$ cat config.mk
export PLATFORM = sky130hd
export DESIGN_NAME = keypad_scanner
export DESIGN_NICKNAME = d
export VERILOG_FILES = /design/src/rtl/keypad_pkg.sv /design/src/rtl/keypad_debounce.sv /design/src/rtl/keypad_scanner.sv
export SDC_FILE = /design/constraint.sdc
export NUM_CORES = 1
export LEC_CHECK = 0
export BUFFER_PORTS_ARGS = -buffer_cell sky130_fd_sc_hd__buf_4
export CORE_MARGIN = 5
export CORE_UTILIZATION = 30
export CTS_CLUSTER_DIAMETER = 200
export CTS_CLUSTER_SIZE = 40
export DETAILED_ROUTE_END_ITERATION = 16
export REMOVE_ABC_BUFFERS = 1
export SLEW_MARGIN = 25
export SYNTH_ARGS = -nofsm -noshare
export SYNTH_HDL_FRONTEND = slang
export SYNTH_SLANG_ARGS = --single-unit
$ cat constraint.sdc
create_clock -name clk -period 2.09 [get_ports clk]
set_input_delay 0.1045 -clock clk [delete_from_list [all_inputs] [get_ports clk]]
set_output_delay 0.1045 -clock clk [all_outputs]
set_load 0.1 [all_outputs]
$ cat src/rtl/keypad_pkg.sv
// Shared definitions for the keypad scanner: FSM encoding and width helpers.
package keypad_pkg;

    localparam logic [1:0] ST_SCAN     = 2'd0;
    localparam logic [1:0] ST_DEBOUNCE = 2'd1;
    localparam logic [1:0] ST_HOLD     = 2'd2;

    function automatic int clog2(input int n);
        int r;
        r = 0;
        while ((1 << r) < n) begin
            r = r + 1;
        end
        return r;
    endfunction

    // Register width for n distinct values, never narrower than one bit.
    function automatic int width_of(input int n);
        return (clog2(n) < 1) ? 1 : clog2(n);
    endfunction

endpackage

$ cat src/rtl/keypad_debounce.sv
// Consecutive stable-cycle counter shared by the press and release filters.
module keypad_debounce
    import keypad_pkg::*;
#(
    parameter int CYCLES = 8
) (
    input  logic clk,
    input  logic reset,
    input  logic i_level,
    input  logic i_expect,
    input  logic i_restart,
    output logic o_done
);

    localparam int CNT_W = width_of(CYCLES);
    localparam logic [CNT_W-1:0] LAST = CNT_W'(CYCLES - 1);

    logic [CNT_W-1:0] r_cnt;
    logic             w_match;

    assign w_match = (i_level == i_expect);
    // Done on the CYCLES-th matching cycle, visible in that same cycle.
    assign o_done  = w_match && (r_cnt == LAST);

    always_ff @(posedge clk or posedge reset) begin
        if (reset) begin
            r_cnt <= '0;
        end else if (i_restart || !w_match) begin
            r_cnt <= '0;
        end else if (r_cnt != LAST) begin
            r_cnt <= r_cnt + 1'b1;
        end
    end

endmodule

$ cat src/rtl/keypad_scanner.sv
// Matrix keypad scanner: rotating column drive, debounced press/release,
// single-entry key buffer with overrun flag.
module keypad_scanner
    import keypad_pkg::*;
#(
    parameter  int ROWS            = 4,
    parameter  int COLS            = 3,
    parameter  int SCAN_DIV        = 4,
    parameter  int DEBOUNCE_CYCLES = 8,
    localparam int CODE_W          = width_of(ROWS * COLS)
) (
    input  logic              clk,
    input  logic              reset,
    input  logic [ROWS-1:0]   row,
    output logic [COLS-1:0]   col,
    output logic [CODE_W-1:0] key_code,
    output logic              key_valid,
    input  logic              key_ack,
    output logic              overrun
);

    localparam int RW = width_of(ROWS);
    localparam int CW = width_of(COLS);
    localparam int DW = width_of(SCAN_DIV);
    localparam logic [CW-1:0] LAST_COL = CW'(COLS - 1);
    localparam logic [DW-1:0] LAST_DIV = DW'(SCAN_DIV - 1);

    logic [1:0]        r_state;
    logic [DW-1:0]     r_div;
    logic [CW-1:0]     r_col_idx;
    logic [RW-1:0]     r_row_idx;
    logic [CODE_W-1:0] r_code;
    logic              r_valid;
    logic              r_overrun;

    logic [RW-1:0]     w_low_row;
    logic [CW-1:0]     w_next_col;
    logic [CODE_W-1:0] w_new_code;
    logic              w_any_row;
    logic              w_db_level;
    logic              w_db_expect;
    logic              w_db_restart;
    logic              w_db_done;
    logic              w_load;

    assign w_any_row  = |row;
    assign w_next_col = (r_col_idx == LAST_COL) ? '0 : r_col_idx + 1'b1;
    assign w_new_code = CODE_W'(r_row_idx * COLS + r_col_idx);

    // Lowest set row wins when several rows are active.
    always_comb begin
        w_low_row = '0;
        for (int i = ROWS - 1; i >= 0; i--) begin
            if (row[i]) begin
                w_low_row = RW'(i);
            end
        end
    end

    // DEBOUNCE tracks the latched row staying high; HOLD tracks all rows low.
    assign w_db_level   = (r_state == ST_HOLD) ? w_any_row : row[r_row_idx];
    assign w_db_expect  = (r_state != ST_HOLD);
    assign w_db_restart = (r_state == ST_SCAN) || w_db_done;
    assign w_load       = (r_state == ST_DEBOUNCE) && w_db_done;

    keypad_debounce #(
        .CYCLES (DEBOUNCE_CYCLES)
    ) u_debounce (
        .clk       (clk),
        .reset     (reset),
        .i_level   (w_db_level),
        .i_expect  (w_db_expect),
        .i_restart (w_db_restart),
        .o_done    (w_db_done)
    );

    always_ff @(posedge clk or posedge reset) begin
        if (reset) begin
            r_state   <= ST_SCAN;
            r_div     <= '0;
            r_col_idx <= '0;
            r_row_idx <= '0;
        end else begin
            case (r_state)
                ST_SCAN: begin
                    if (r_div == LAST_DIV) begin
                        r_div <= '0;
                        if (w_any_row) begin
                            r_row_idx <= w_low_row;
                            r_state   <= ST_DEBOUNCE;
                        end else begin
                            r_col_idx <= w_next_col;
                        end
                    end else begin
                        r_div <= r_div + 1'b1;
                    end
                end
                ST_DEBOUNCE: begin
                    if (!row[r_row_idx]) begin
                        r_state   <= ST_SCAN;
                        r_col_idx <= w_next_col;
                        r_div     <= '0;
                    end else if (w_db_done) begin
                        r_state <= ST_HOLD;
                    end
                end
                ST_HOLD: begin
                    if (w_db_done) begin
                        r_state   <= ST_SCAN;
                        r_col_idx <= w_next_col;
                        r_div     <= '0;
                    end
                end
                default: begin
                    r_state <= ST_SCAN;
                    r_div   <= '0;
                end
            endcase
        end
    end

    // A load while the previous code is unread and unacknowledged is dropped.
    always_ff @(posedge clk or posedge reset) begin
        if (reset) begin
            r_code    <= '0;
            r_valid   <= 1'b0;
            r_overrun <= 1'b0;
        end else if (w_load) begin
            if (r_valid && !key_ack) begin
                r_overrun <= 1'b1;
            end else begin
                r_code    <= w_new_code;
                r_valid   <= 1'b1;
                r_overrun <= 1'b0;
            end
        end else if (key_ack && r_valid) begin
            r_valid   <= 1'b0;
            r_overrun <= 1'b0;
        end
    end

    assign col       = COLS'(1) << r_col_idx;
    assign key_code  = r_code;
    assign key_valid = r_valid;
    assign overrun   = r_overrun;

endmodule

# Yosys cells after proc, flatten, opt, wreduce, memory -nomap -nowiden
# Index checks and enable logic that the tools add are counted.
# op_classes
n_bitwise,1
magnitude_cmp,1
multipliers,1
shift,1
n_addsub,4
reduce_logical,19
eq_ne,15
n_mux,29
# ops
op,n
$mux 2,16
$pmux 2 s3,3
$ne 2x2->1 const B,6
$mux 1,7
$eq 2x2->1 const B,3
$mux 3,2
$ne 3x3->1 const B,2
$reduce_and 2->1,3
$reduce_and 5->1,1
$add 2x1->2 const B,2
$add 4x2->4,1
$logic_and 1x1->1,4
$mul 2x2->4 const B,1
$reduce_and 4->1,1
$reduce_bool 2->1,2
$reduce_or 4->1,1
$add 3x1->3 const B,1
$eq 3x3->1 const B,1
$lt 2x3->1 const B,1
$reduce_and 3->1,1
$reduce_bool 3->1,1
$shl 1x2->3 const A,1
$bmux 1 s2,1
$eq 2x1->1 const B,1
other kinds (6),8
# totals
output_inout_bits,9
input_bits,7
wordCells,79
regBits,17

# Longest topological paths before layout
# depth
depth_word,8
mapped_depth,7

# Cells and area by module
# From an unflattened synthesis, not the netlist that was laid out.
# hier_totals
cells_unflattened,92
area_unflattened_um2,942.2
# by_module_without_submodules
module,area_each_um2,cells_each,n_inst
keypad_scanner,778.2,77,1
keypad_debounce,163.9,15,1

# Worst setup path before layout
# No wires, ideal clock.
# synth_path
kind,register to register
startpoint,register r_col_idx[0]
endpoint,register r_col_idx[1]
setup_slack_ps,-93
setup_time_ps,74
stages_incl_launch_ff,3
n_path_buf,0
t_arrival_ps,2109
path_cell_list,dfrtp_1 > nor2b_1 > mux2_2
# synth_between
elab_chain_len,5
elab_cells_between_ends,8
# synth_lines
item,line,text
start: declaration,keypad_scanner.sv:30,logic [CW-1:0] r_col_idx;
start signal: assignment,keypad_scanner.sv:92,r_col_idx <= w_next_col;
start signal: assignment,keypad_scanner.sv:101,r_col_idx <= w_next_col;
start signal: assignment,keypad_scanner.sv:110,r_col_idx <= w_next_col;
$add 2x1->2 / $eq 2x2->1 (equally long branches),keypad_scanner.sv:47,assign w_next_col = (r_col_idx == LAST_COL) ? '0 : r_col_idx + 1'b1;
$mux 2 (*),keypad_scanner.sv:47,
$mux 2,keypad_scanner.sv:88,if (w_any_row) begin
$mux 2,keypad_scanner.sv:86,if (r_div == LAST_DIV) begin
$pmux 2 s3 (*),keypad_scanner.sv:84,case (r_state)
# Mark *: on every way between the ends. The rest lies on a longest branch, timed or not. The select of a mux whose other input is x is not followed.
# A chain may end at the register's enable or synchronous reset.

# Worst setup path after layout
# layout_path
startpoint,register r_row_idx[1]
endpoint,"register r_code[2], in the netlist key_code[2]"
# layout_between
elab_cells_between_ends,9
# layout_lines
item,line,text
start: declaration,keypad_scanner.sv:31,logic [RW-1:0] r_row_idx;
start signal: assignment,keypad_scanner.sv:89,r_row_idx <= w_low_row;
$mul 2x2->4,keypad_scanner.sv:48,assign w_new_code = CODE_W'(r_row_idx * COLS + r_col_idx);
$add 4x2->4,keypad_scanner.sv:48,
net w_new_code[2],keypad_scanner.sv:38,logic [CODE_W-1:0] w_new_code;
end signal: assignment,keypad_scanner.sv:132,r_code <= w_new_code;
end: declaration,keypad_scanner.sv:32,logic [CODE_W-1:0] r_code;
# The timed path passes the listed nets, and every way through them passes these cells. The select of a mux whose other input is x is not followed.

==> flow_metrics.env <==
export IMPL_core_area_sq_mm=0.00308
export IMPL_grt_usage_pct=9.60
export IMPL_period_share_pct=96.0
export IMPL_status="complete, no violations"
export IMPL_powerDensity_mw_per_mm2=1220
export IMPL_rsz0062_at_grt="false"
export IMPL_pin_count=16
export IMPL_ys_seq_area_share_pct=43.6
export IMPL_cp_end_kind="flop"
export IMPL_fin_hold_ws_ps=120
export IMPL_syn_area_sq_um=976
export IMPL_drive_gt1_share_pct=36.3
export IMPL_cts_root_buf="clkbuf_4"
export IMPL_p_clk_share_pct=11.6
export IMPL_crit_chain="inv_2, fa_1, inv_1, ha_2, fa_1, mux2_4"
export IMPL_whs_path_depth=4
export IMPL_crit_path_start_kind="flop"
export IMPL_setup_violations=0
export IMPL_p_int_uw=806
export IMPL_finalPower_mw=1.49
export IMPL_drc=0
export IMPL_maxCapViolations=0
export IMPL_power_switching_uw=688
export IMPL_drtPass1Iterations=4
export IMPL_min_path_type="in -> reg"
export IMPL_detail_route_antenna_nets=0
export IMPL_fp_row_count=20
export IMPL_routed_via_density=4.67
export IMPL_path_clk_slew_ps=100
export IMPL_antenna_found_initial=0
export IMPL_die_h_microns=67.0
export IMPL_initial_core_util_pct=31.7
export IMPL_hold_violations=0
export IMPL_worstPathMaxFanout=2
export IMPL_synth_warnings=0
export IMPL_seqPwrFrac_pct=31.8
export IMPL_worstSetupPathType="reg -> reg"
export IMPL_drt_iter0_drc=9
export IMPL_yosysUniqueCellTypes=29
export IMPL_crit_required_ps=2280
export IMPL_cts_max_path_buffers=2
export IMPL_wl_per_cell_microns=11.8
export IMPL_cpPeakStageDelay_ps=530
export IMPL_drt_wl_total_microns=1860
export IMPL_grt_pass1_vias=730
export IMPL_cts_htree_levels=1
export IMPL_final_util_pct=39.9
export IMPL_r2r_worst_path_cells=6
export IMPL_slew_violations=0
export IMPL_globalplace_congestion=0.746
export IMPL_cp_depth=6
export IMPL_p_sw_share_pct=46.1
export IMPL_num_vias=733
export IMPL_io_buffer_count=15
export IMPL_irDropWorstVdd_mv=1.23
export IMPL_place_hpwl_microns=1440
export IMPL_critical_path_buf_inv_count=2
export IMPL_cp_top_family="adder cells"
export IMPL_num_nets_final=128
export IMPL_min_period_ps=2010
export IMPL_combinationalPowerShare_pct=56.6
export IMPL_cts_tree="done"
export IMPL_grt_pass1_wl_microns=3280
export IMPL_syn_to_final_growth_pct=25.8
export IMPL_clkSinkCount=17
export IMPL_nFillCells=313
export IMPL_final_setup_skew_ps=5.95
export IMPL_slowest_stage="fa_1"
export IMPL_grt_overflow=0
export IMPL_slew_headroom_pct=56.6
export IMPL_worst_pin_slew_ps=650
export IMPL_cpMostUsedCell="fa_1"
export IMPL_fmax_mhz=498
export IMPL_antenna_cells=0
export IMPL_synth_seq_cells=17
export IMPL_netlist_instances=89
export IMPL_arrival_ps=2190
export IMPL_die_area_sq_mm=0.00449
export IMPL_power_leakage_nw=0.620
export IMPL_syn_area_per_cell_sq_um=11.0
export IMPL_numCtsBuffers=3
export IMPL_die_width_microns=67.0
export IMPL_grt_max_degree=18
export IMPL_clk_latency_ps=290
## synth_stat cells
master    count  area, sq um
nand2_1       4         15.0
or4_4         1         11.3
dfrtp_1      17          425
and4b_1       1         10.0
and4bb_2      1         12.5
a22oi_1       1         7.51
nor2_1        7         26.3
mux2_2        8         90.1
nand2b_2      1         8.76
nand2b_1      1         6.26
buf_2         2         10.0
a221oi_1      1         8.76
and3b_1       1         8.76
a21oi_1       6         30.0
clkbuf_2      1         5.00
nor3b_1       4         30.0
nor3_1        1         5.00
a22oi_2       1         12.5
inv_1         8         30.0
o21ai_0       1         5.00
nor2b_1       2         12.5
o211ai_1      1         7.51
fa_1          2         40.0
mux2i_1       5         50.1
nand3b_1      1         7.51
a22o_1        2         17.5
nand3_1       2         10.0
nor3_2        1         10.0
ha_1          5         62.6
## cell usage in the layout (no fill, tap or decap), drive strengths merged, types with 2 or more instances in the layout
cell type / synthesis / layout
fa: 2 / 2
clkbuf: 1 / 3
nand2b: 2 / 2
buf: 2 / 21
dfrtp: 17 / 17
nor2: 7 / 7
nor2b: 2 / 2
inv: 8 / 8
nand3: 2 / 2
nor3b: 4 / 4
mux2: 8 / 8
a22o: 2 / 2
nor3: 2 / 2
ha: 5 / 5
dlygate4sd3: 0 / 2
a21oi: 6 / 6
a22oi: 2 / 2
mux2i: 5 / 5
nand2: 4 / 4
## stage by stage
| stage | setup TNS, ps | cell area, sq um | std cells | setup slack (ps) |
|---|---|---|---|---|
| after floorplan | -107 | 961 | 86 | -93.2 |
| after global placement | 0 | 1160 | 149 | 95.9 |
| after detailed placement | 0 | 1160 | 149 | 15.1 |
| after CTS | 0 | 1210 | 155 | 8.91 |
| after global routing | 0 | 1230 | 157 | 5.18 |
| final | 0 | 1230 | 157 | 83.4 |
## power by group through the flow
| stage | registers (mW) | logic, mW | clock network, mW |
|---|---|---|---|
| 6_report | 0.475 | 0.846 | 0.174 |
| 4_1_cts | 0.470 | 0.828 | 0.180 |
| 3_3_place_gp | 0.470 | 0.797 | 0 |
| 5_1_grt | 0.488 | 0.961 | 0.197 |
| 2_1_floorplan | 0.481 | 0.588 | 0 |
| 3_5_place_dp | 0.477 | 0.823 | 0 |
## logic make-up after synthesis
logic type | Yosys count | synth area share (%)
muxes | 13 | 14.4
and+or+nand+nor | 28 | 17.8
AOI/OAI and AO/OA | 13 | 9.10
DFF | 17 | 43.6
adders and majority gates | 7 | 10.5
buffers and inverters | 11 | 4.62
## final cells by class
| type | count | area (sq um) | area share, % |
|---|---|---|---|
| multi-input combinational | 61 | 512 | 41.7 |
| sequential | 17 | 425 | 34.7 |
| timing repair buffer | 23 | 178 | 14.5 |
| tap | 44 | 55.1 | 4.49 |
| inverter | 8 | 30.0 | 2.45 |
| clock buffer | 3 | 22.5 | 1.83 |
| clock inverter | 1 | 5.00 | 0.408 |
## registers in the layout, summed over array words and instances (netlist names)
signal / cells
key_code: 4
u_debounce.r_cnt: 3
r_col_idx: 2
overrun: 1
r_div: 2
key_valid: 1
r_row_idx: 2
r_state: 2
## worst reg2reg max path, stage by stage (launching register included)
cell     delay (ps)
dfrtp_1         370
inv_2            60
fa_1            530
inv_1            40
ha_2            180
fa_1            460
mux2_4          270
## per-layer routing
layer / vias to the layer above / part of all wire, % / track usage [%]
met3: 2 / 4.9 / 3.04
met5: - / 0 / 0
met4: 0 / 0.49 / 3.80
met1: 357 / 42 / 10.5
met2: 13 / 52 / 16.9
li1: 361 / - / -
## timing repair
action                     CTS  global route
gates resized for setup      0             4
setup endpoints to repair    0             1
hold endpoints to repair    18             0
hold buffers                 2             0
setup buffers                0             2
## path summary, 6_finish.rpt
path	startpoint	to	slack [ps]
min in group asynchronous	reset	key_code[3]$_DFFE_PP0P_	460
setup reg to reg	r_row_idx[1]$_DFFE_PP0P_	key_code[2]$_DFFE_PP0P_	80
hold reg to reg	u_debounce.r_cnt[0]$_DFFE_PP0P_	u_debounce.r_cnt[0]$_DFFE_PP0P_	450
setup / recovery	r_row_idx[1]$_DFFE_PP0P_	key_code[2]$_DFFE_PP0P_	80
hold / removal	row[0]	r_row_idx[1]$_DFFE_PP0P_	120
max in group asynchronous	reset	r_div[1]$_DFFE_PP0P_	1220
(Power assumes the default switching activity.)
